## config.mk

```make
export PLATFORM = sky130hd
export DESIGN_NAME = vga_fb_writer_flat
export DESIGN_NICKNAME = d
export VERILOG_FILES = /design/src/rtl/vga_fb_writer_if.sv /design/src/rtl/vga_fb_writer.sv /design/src/flat_wrapper.sv
export SDC_FILE = /design/constraint.sdc
export NUM_CORES = 1
export LEC_CHECK = 0
export CORE_MARGIN = 2
export CORE_UTILIZATION = 50
export CTS_CLUSTER_DIAMETER = 200
export DETAILED_ROUTE_END_ITERATION = 8
export PLACE_DENSITY = 0.77
export SETUP_SLACK_MARGIN = 0.15
export SYNTH_ARGS = -nofsm -noshare
export SYNTH_HDL_FRONTEND = slang
export SYNTH_SLANG_ARGS = --single-unit
```

## constraint.sdc

```tcl
create_clock -name clk -period 4.38 [get_ports clk]
set_input_delay 0.657 -clock clk [delete_from_list [all_inputs] [get_ports clk]]
set_output_delay 0.657 -clock clk [all_outputs]
set_load 0.1 [all_outputs]
```

## src/rtl/vga_fb_writer_if.sv

```systemverilog
// Command and video-RAM signal bundle for vga_fb_writer.
//   slave  : writer side (takes commands, drives the RAM write/read strobes)
//   master : environment side (issues commands, owns the RAM read data)
// Signals:
//   enable, cmd_valid, cmd_op, cmd_x[8:0], cmd_y[7:0], cmd_color[7:0] -> writer
//   cmd_ready, busy, err                                             <- writer
//   mem_addr[14:0], mem_re, mem_we, mem_wdata[15:0]                  <- writer
//   mem_rdata[15:0]                                                  -> writer
interface vga_fb_writer_if;
    logic        enable;
    logic        cmd_valid;
    logic        cmd_ready;
    logic        cmd_op;
    logic [8:0]  cmd_x;
    logic [7:0]  cmd_y;
    logic [7:0]  cmd_color;
    logic        busy;
    logic        err;
    logic [14:0] mem_addr;
    logic        mem_re;
    logic [15:0] mem_rdata;
    logic        mem_we;
    logic [15:0] mem_wdata;

    modport slave (
        input  enable, cmd_valid, cmd_op, cmd_x, cmd_y, cmd_color, mem_rdata,
        output cmd_ready, busy, err, mem_addr, mem_re, mem_we, mem_wdata
    );

    modport master (
        output enable, cmd_valid, cmd_op, cmd_x, cmd_y, cmd_color, mem_rdata,
        input  cmd_ready, busy, err, mem_addr, mem_re, mem_we, mem_wdata
    );
endinterface

```

## src/rtl/vga_fb_writer.sv

```systemverilog
// Write side of the 32K x 16 video RAM scanned out by the VGA display path.
// Accepts plot-pixel (read-modify-write of one byte lane) and fill-screen
// commands over a valid/ready handshake. Framebuffer is FB_W x FB_H pixels of
// rrr_ggg_bb, two pixels per word: even x in [15:8], odd x in [7:0].
// Ports:
//   clk   - system clock
//   reset - synchronous, active-high
//   bus   - vga_fb_writer_if.slave: command handshake, status, RAM port
module vga_fb_writer #(
    parameter int unsigned FB_W     = 320,
    parameter int unsigned FB_H     = 200,
    parameter int unsigned FB_WORDS = FB_W * FB_H / 2
) (
    input  logic             clk,
    input  logic             reset,
    vga_fb_writer_if.slave   bus
);

    typedef enum logic [1:0] {
        IDLE,
        RD,
        WR,
        FILL
    } state_t;

    localparam logic [14:0] LAST_ADDR = 15'(FB_WORDS - 1);

    state_t      state_q, state_d;
    logic [14:0] addr_q, addr_d;
    logic [15:0] wdata_q, wdata_d;
    logic        err_q, err_d;
    logic        lane_q, lane_d;
    logic [7:0]  color_q, color_d;

    logic        cmd_ready;
    logic        accept;
    logic [16:0] widx;
    logic        in_range;
    logic [15:0] merged;

    assign cmd_ready = (state_q == IDLE) && bus.enable;
    assign accept    = bus.cmd_valid && cmd_ready;

    // Pixel index; constant multiply reduces to (y<<8)+(y<<6)+x for FB_W=320.
    assign widx     = 17'(bus.cmd_y) * 17'(FB_W) + 17'(bus.cmd_x);
    assign in_range = (32'(bus.cmd_x) < FB_W) && (32'(bus.cmd_y) < FB_H)
                   && (32'(widx) < 2 * FB_WORDS);

    // Read data arrives in WR, so the merge is combinational from mem_rdata.
    assign merged = lane_q ? {bus.mem_rdata[15:8], color_q}
                           : {color_q, bus.mem_rdata[7:0]};

    always_comb begin
        state_d = state_q;
        addr_d  = addr_q;
        wdata_d = wdata_q;
        err_d   = 1'b0;
        lane_d  = lane_q;
        color_d = color_q;
        case (state_q)
            IDLE: begin
                if (accept) begin
                    color_d = bus.cmd_color;
                    if (bus.cmd_op) begin
                        state_d = FILL;
                        addr_d  = '0;
                        wdata_d = {bus.cmd_color, bus.cmd_color};
                    end else if (in_range) begin
                        state_d = RD;
                        addr_d  = widx[15:1];
                        lane_d  = widx[0];
                    end else begin
                        err_d = 1'b1;
                    end
                end
            end
            RD: begin
                state_d = WR;
            end
            WR: begin
                state_d = IDLE;
                // Keep the written word so mem_wdata holds it once idle.
                wdata_d = merged;
            end
            FILL: begin
                if (addr_q == LAST_ADDR) begin
                    state_d = IDLE;
                end else begin
                    addr_d = addr_q + 15'd1;
                end
            end
            default: begin
                state_d = IDLE;
            end
        endcase
    end

    always_ff @(posedge clk) begin
        if (reset) begin
            state_q <= IDLE;
            addr_q  <= '0;
            wdata_q <= '0;
            err_q   <= 1'b0;
            lane_q  <= 1'b0;
            color_q <= '0;
        end else begin
            state_q <= state_d;
            addr_q  <= addr_d;
            wdata_q <= wdata_d;
            err_q   <= err_d;
            lane_q  <= lane_d;
            color_q <= color_d;
        end
    end

    assign bus.cmd_ready = cmd_ready;
    assign bus.busy      = (state_q != IDLE);
    assign bus.err       = err_q;
    assign bus.mem_addr  = addr_q;
    assign bus.mem_re    = (state_q == RD);
    assign bus.mem_we    = (state_q == WR) || (state_q == FILL);
    assign bus.mem_wdata = (state_q == WR) ? merged : wdata_q;

endmodule

```

## src/flat_wrapper.sv

```systemverilog
// flat-port wrapper written by rule: the top's interface ports become plain ports
module vga_fb_writer_flat 
#(
    parameter int unsigned FB_W     = 320,
    parameter int unsigned FB_H     = 200,
    parameter int unsigned FB_WORDS = FB_W * FB_H / 2
)
  (clk, reset, bus_enable, bus_cmd_valid, bus_cmd_op, bus_cmd_x, bus_cmd_y, bus_cmd_color, bus_mem_rdata, bus_cmd_ready, bus_busy, bus_err, bus_mem_addr, bus_mem_re, bus_mem_we, bus_mem_wdata);
  vga_fb_writer_if bus_i ();
  input  logic clk;
  input  logic reset;
  input wire logic [$bits(bus_i.enable)-1:0] bus_enable;
  input wire logic [$bits(bus_i.cmd_valid)-1:0] bus_cmd_valid;
  input wire logic [$bits(bus_i.cmd_op)-1:0] bus_cmd_op;
  input wire logic [$bits(bus_i.cmd_x)-1:0] bus_cmd_x;
  input wire logic [$bits(bus_i.cmd_y)-1:0] bus_cmd_y;
  input wire logic [$bits(bus_i.cmd_color)-1:0] bus_cmd_color;
  input wire logic [$bits(bus_i.mem_rdata)-1:0] bus_mem_rdata;
  output wire logic [$bits(bus_i.cmd_ready)-1:0] bus_cmd_ready;
  output wire logic [$bits(bus_i.busy)-1:0] bus_busy;
  output wire logic [$bits(bus_i.err)-1:0] bus_err;
  output wire logic [$bits(bus_i.mem_addr)-1:0] bus_mem_addr;
  output wire logic [$bits(bus_i.mem_re)-1:0] bus_mem_re;
  output wire logic [$bits(bus_i.mem_we)-1:0] bus_mem_we;
  output wire logic [$bits(bus_i.mem_wdata)-1:0] bus_mem_wdata;
  assign bus_i.enable = bus_enable;
  assign bus_i.cmd_valid = bus_cmd_valid;
  assign bus_i.cmd_op = bus_cmd_op;
  assign bus_i.cmd_x = bus_cmd_x;
  assign bus_i.cmd_y = bus_cmd_y;
  assign bus_i.cmd_color = bus_cmd_color;
  assign bus_i.mem_rdata = bus_mem_rdata;
  assign bus_cmd_ready = bus_i.cmd_ready;
  assign bus_busy = bus_i.busy;
  assign bus_err = bus_i.err;
  assign bus_mem_addr = bus_i.mem_addr;
  assign bus_mem_re = bus_i.mem_re;
  assign bus_mem_we = bus_i.mem_we;
  assign bus_mem_wdata = bus_i.mem_wdata;
  vga_fb_writer #(.FB_W(FB_W), .FB_H(FB_H), .FB_WORDS(FB_WORDS)) u_core (.clk(clk), .reset(reset), .bus(bus_i));
endmodule
```

# After elaboration in Yosys (flattened, before gate mapping)
# Cells that the tools add are included.
# totals
ff_bits,43
output_inout_bits,36
wordCells,55
inputBits,46
# op_classes
n_reduce_logical,15
order_cmp,3
mux,16
eq_ne,9
mul,1
bitwise,3
addsub,2
# op_table
cell,count
$mux W16,4
$mux W15,4
$pmux W16 S2,1
$pmux W15 S2,1
$add A17 B9 Y17,1
$lt A17 B16 Y1 const B,1
$add A15 B1 Y15 const B,1
$eq A15 B15 Y1 const B,1
$mul A8 B3 Y11 const B,1
$lt A9 B9 Y1 const B,1
$lt A8 B8 Y1 const B,1
$mux W2,4
$pmux W2 S4,1
$reduce_and A4 Y1,2
$reduce_and A3 Y1,2
$reduce_bool A2 Y1,3
$eq A2 B2 Y1 const B,2
$logic_and A1 B1 Y1,4
$ne A2 B1 Y1 const B,2
$ne A2 B2 Y1 const B,2
$reduce_or A4 Y1,1
$ne A3 B2 Y1 const B,1
$not A1 Y1,3
$eq A2 B1 Y1 const B,1
4 further kinds,4

# Longest topological paths before layout
# depth
word_depth,8
ltp_mapped,13

# Least setup slack after synthesis
# OpenSTA, ideal clock, no wires.
# synth_path
path_type,input-to-reg
from,input bus_cmd_y[1]
to,"register u_core.addr_q[0], in the netlist u_core.bus.mem_addr[0]"
t_required_ps,4199
setup_slack_ps,801
path_buffers,0
setup_ps,181
stages,12
arrival_time_ps,3397
path_cell_list,ha_1 ha_1 inv_1 fa_1 nand2b_1 nand2b_1 nor2_2 nand3_2 o221a_4 or4_4 a31oi_1 a311oi_2
# synth_via
elab_chain_cells,6
# synth_rtl
item,line_no,rtl
from (decl),flat_wrapper.sv:16,input wire logic [$bits(bus_i.cmd_y)-1:0] bus_cmd_y;
$mul A8 B3 Y11,vga_fb_writer.sv:45,assign widx = 17'(bus.cmd_y) * 17'(FB_W) + 17'(bus.cmd_x);
$add A17 B9 Y17,vga_fb_writer.sv:45,
$lt A17 B16 Y1,vga_fb_writer.sv:47,&& (32'(widx) < 2 * FB_WORDS);
$logic_and A1 B1 Y1 *,vga_fb_writer.sv:47,
$ne A3 B2 Y1 (no source line) *,-,
$reduce_and A4 Y1 (no source line) *,-,
to (signal assigned),vga_fb_writer.sv:108,addr_q <= addr_d;
to (decl),vga_fb_writer.sv:29,"logic [14:0] addr_q, addr_d;"
# Mark *: on every way between the ends. The rest lies on a longest branch, timed or not.
# A chain may end at the register's enable or synchronous reset.

# Worst setup path in the final report
# layout_path
from,input bus_cmd_y[1]
to,"register u_core.addr_q[4], in the netlist u_core.bus.mem_addr[4]"
# The elaborated chain is that of the path after synthesis.

==> results.sh <==
export IMPL_status="completed"
export IMPL_min_delay_start="u_core.color_q[4]$_SDFFE_PP0P_"
export IMPL_grt_usage=0.2343
export IMPL_required_ps=4550
export IMPL_worstHoldPathType="flop to flop"
export IMPL_drtIter0Drc=157
export IMPL_antenna_found_initial=0
export IMPL_ys_warn_count=0
export IMPL_relSlewSlack=0.2876
export IMPL_die_area_um2=7120
export IMPL_path_cells="clkdlybuf4s50_1, ha_1, ha_1, inv_1, fa_1, nand2b_1, nand2b_1, nor2_2, nand3_2, o221a_4, or4_4, nand2_4, o32ai_1"
export IMPL_htree_num_levels=2
export IMPL_core_area_um2=6314
export IMPL_vias=3193
export IMPL_crit_buf_inv=2
export IMPL_globalplace_congestion=0.8465
export IMPL_area_delta_synth_final_pct=25.21
export IMPL_rows=29
export IMPL_wirelength_um=8303
export IMPL_io_buffers=81
export IMPL_crit_type="primary input to flop"
export IMPL_grt_setup_unrepaired="false"
export IMPL_power_per_cell_area_nw_per_um2=330.1
export IMPL_grt_max_degree=57
export IMPL_ctsHoldBuffers=0
export IMPL_cts_sinks=43
export IMPL_ant_nets=0
export IMPL_ys_seq_elements=43
export IMPL_synth_ff_type="dfxtp_1"
export IMPL_finalSetupTns_ps=0
export IMPL_synth_edf_count=0
export IMPL_end_kind="flop"
export IMPL_r2r_end="u_core.bus.mem_addr[4]$_SDFFE_PP0P_"
export IMPL_ys_seq_area_frac=0.2665
export IMPL_avgSynthCellArea_um2=7.860
export IMPL_finalClockSkew_ps=6.306
export IMPL_r2r_cells=9
export IMPL_critical_path_slowest_cell="or4_4"
export IMPL_fin_crit_ps=3972
export IMPL_firstDrtPassIters=4
export IMPL_p_leak_nw=1.473
export IMPL_clk_pin_slew_ps=80
export IMPL_holdPathEnd="u_core.color_q[4]$_SDFFE_PP0P_"
export IMPL_arrival_ps=4140
export IMPL_cts_root_buffer="clkbuf_8"
export IMPL_clk_latency_ps=290
export IMPL_cap_violations=0
export IMPL_finalHoldViolCount=0
export IMPL_mappedNetlistNets=475
export IMPL_tightestPinTransition_ps=1069
export IMPL_fin_crit_sh=0.9069
export IMPL_nets=538
export IMPL_cp_max_fo=13
export IMPL_grt_pass1_wl_um=14030
export IMPL_layout_drive_gt1_share=0.1034
export IMPL_die_h_um=84.38
export IMPL_ios=82
export IMPL_stdcell_count=551
export IMPL_place_area_um2=3934
export IMPL_cp_top_family="simple AND/OR/NAND/NOR gates"
export IMPL_slowest_delay_ps=570
export IMPL_initial_core_util=0.5117
export IMPL_regToRegStartpoint="u_core.bus.mem_addr[0]$_SDFFE_PP0P_"
export IMPL_diodes=0
export IMPL_fmax_ghz=0.2517
export IMPL_ir_worst_vdd_mv=0.2304
export IMPL_critPathLaunchType="primary input"
export IMPL_syn_inst=411
export IMPL_grt_ovfl_total=0
export IMPL_setup_viol=0
export IMPL_die_w_um=84.38
export IMPL_cts_tree="built"
export IMPL_hpwlAfterDp_um=5970
export IMPL_min_path_cells=2
export IMPL_drv_slew=0
export IMPL_drc=0
export IMPL_viasPerCell=5.795
export IMPL_synth_cell_type_count=63
export IMPL_dp_cells=543
export IMPL_async_flop_share=0
export IMPL_setup_ws_ps=407.8
export IMPL_wl_per_cell_um=15.07
export IMPL_design_area_um2=4045
export IMPL_r2r_slack_ps=1480
export IMPL_dp_slack_ps=34.92
export IMPL_clockBufferDepth=2
export IMPL_grt_pass1_vias=3041
export IMPL_cts_buffers=5
export IMPL_synth_area_um2=3231
[worst register-to-register path: stages (launching register included)]
cell and delay, ps:
dfxtp_1 430, ha_1 210, nand3_1 200, nor4_1 530, a21oi_1 170, nor2_1 230
nand3_1 190, or4_4 500, nand2_4 190, o32ai_1 120
[cell usage after synthesis (2+ instances only)]
| library cell | number | area (um^2) |
|---|---|---|
| o311ai_0 | 11 | 96.34 |
| nand2_1 | 27 | 101.4 |
| xnor2_1 | 8 | 70.07 |
| and2_1 | 2 | 12.51 |
| a21oi_1 | 60 | 300.3 |
| buf_6 | 3 | 33.78 |
| nor2b_1 | 3 | 18.77 |
| nor2_2 | 2 | 12.51 |
| o21ai_0 | 7 | 35.03 |
| dfxtp_1 | 43 | 860.8 |
| a211oi_1 | 16 | 120.1 |
| nor4_1 | 5 | 31.28 |
| o31ai_2 | 2 | 25.02 |
| nand3_1 | 7 | 35.03 |
| a311oi_1 | 2 | 17.52 |
| a22oi_1 | 4 | 30.03 |
| fa_1 | 2 | 40.04 |
| nand3b_1 | 2 | 15.01 |
| xor2_1 | 6 | 52.55 |
| clkbuf_1 | 18 | 67.56 |
| nor3b_1 | 2 | 15.01 |
| a21o_1 | 2 | 15.01 |
| nor2_1 | 70 | 262.8 |
| dlygate4sd3_1 | 2 | 20.02 |
| nand2b_1 | 4 | 25.02 |
| nor4b_1 | 2 | 17.52 |
| mux2i_1 | 18 | 180.2 |
| and3_2 | 2 | 15.01 |
| inv_1 | 8 | 30.03 |
| a31oi_1 | 2 | 12.51 |
| and3_1 | 6 | 37.54 |
| ha_1 | 16 | 200.2 |
| o31ai_1 | 10 | 75.07 |
| a21oi_2 | 2 | 17.52 |
| nor3_1 | 7 | 35.03 |
[power by group]
group          switching, mW  internal [mW]
registers             0.0234          0.414
clock network          0.133          0.167
logic                  0.409          0.189
[cell families after synthesis]
group,Yosys count,synth area share
buffers and inverters,37,0.06932
multiplexers,18,0.05577
XOR/XNOR,14,0.03796
adder cells (fa/ha/maj),18,0.07436
flip-flops,43,0.2665
AO/OA/AOI/OAI,130,0.2688
AND/OR/NAND/NOR,151,0.2273
[routing by layer]
layer | vias up | track usage | wire, um | share of wire
met5 | - | 0 | 0 | 0
met4 | 0 | 0.04906 | 60 | 0.0072
met1 | 1493 | 0.3172 | 3840 | 0.46
met2 | 67 | 0.4004 | 4070 | 0.49
li1 | 1628 | - | - | -
met3 | 5 | 0.03245 | 331 | 0.040
[flip-flops by register name, summed over array words and instances (netlist names)]
register             cells
u_core.state_q           2
u_core.color_q           8
u_core.bus.mem_addr     15
u_core.lane_q            1
u_core.wdata_q          16
u_core.bus.err           1
[worst max path at each step]
stage                             from                                    to  slack [ps]  cells after the start
after global routing      bus_cmd_y[1]            u_core.lane_q$_SDFFE_PP0P_         190                     13
after detailed placement  bus_cmd_y[1]  u_core.bus.mem_addr[10]$_SDFFE_PP0P_          30                     14
after global placement    bus_cmd_y[1]  u_core.bus.mem_addr[13]$_SDFFE_PP0P_         110                     14
after floorplan           bus_cmd_y[1]   u_core.bus.mem_addr[0]$_SDFFE_PP0P_         800                     12
final                     bus_cmd_y[1]   u_core.bus.mem_addr[4]$_SDFFE_PP0P_         410                     13
after CTS                 bus_cmd_y[1]  u_core.bus.mem_addr[13]$_SDFFE_PP0P_         340                     14
[metrics by stage]
stage / util / power, mW / hold slack [ps]
after floorplan: - / 0.9056 / 448.3
after global placement: 0.6231 / 1.033 / 455.3
after detailed placement: 0.6231 / 1.041 / 463.1
after CTS: 0.6393 / 1.335 / 474.7
after global routing: 0.6407 / 1.407 / 491.9
final: 0.6407 / 1.335 / 474.5
[cell type report]
class                      count  area (um^2)
sequential                    43        860.8
clock buffer                   6        72.57
timing repair buffer          85        800.8
tap                           77        96.34
fill                         557         2268
clock inverter                 1        30.03
multi-input combinational    331         2155
inverter                       8        30.03
[repair_timing]
action / in CTS / in global routing
gates resized for setup: 0 / 1
setup endpoints to repair: 0 / 7
setup buffers: 0 / 1
[cells in the final DEF (no fill, tap or decap), types with 6 or more instances in the layout]
cell,Yosys,layout
nor2_1,70,70
clkdlybuf4s50_1,0,65
a21oi_1,60,60
dfxtp_1,43,43
nand2_1,27,27
buf_4,0,20
mux2i_1,18,18
a211oi_1,16,16
ha_1,16,16
o311ai_0,11,11
o31ai_1,10,10
inv_1,8,8
xnor2_1,8,8
o21ai_0,7,7
nand3_1,7,7
nor3_1,7,7
and3_1,6,6
xor2_1,6,6
No activity file was read; power rests on OpenSTA's default activity.
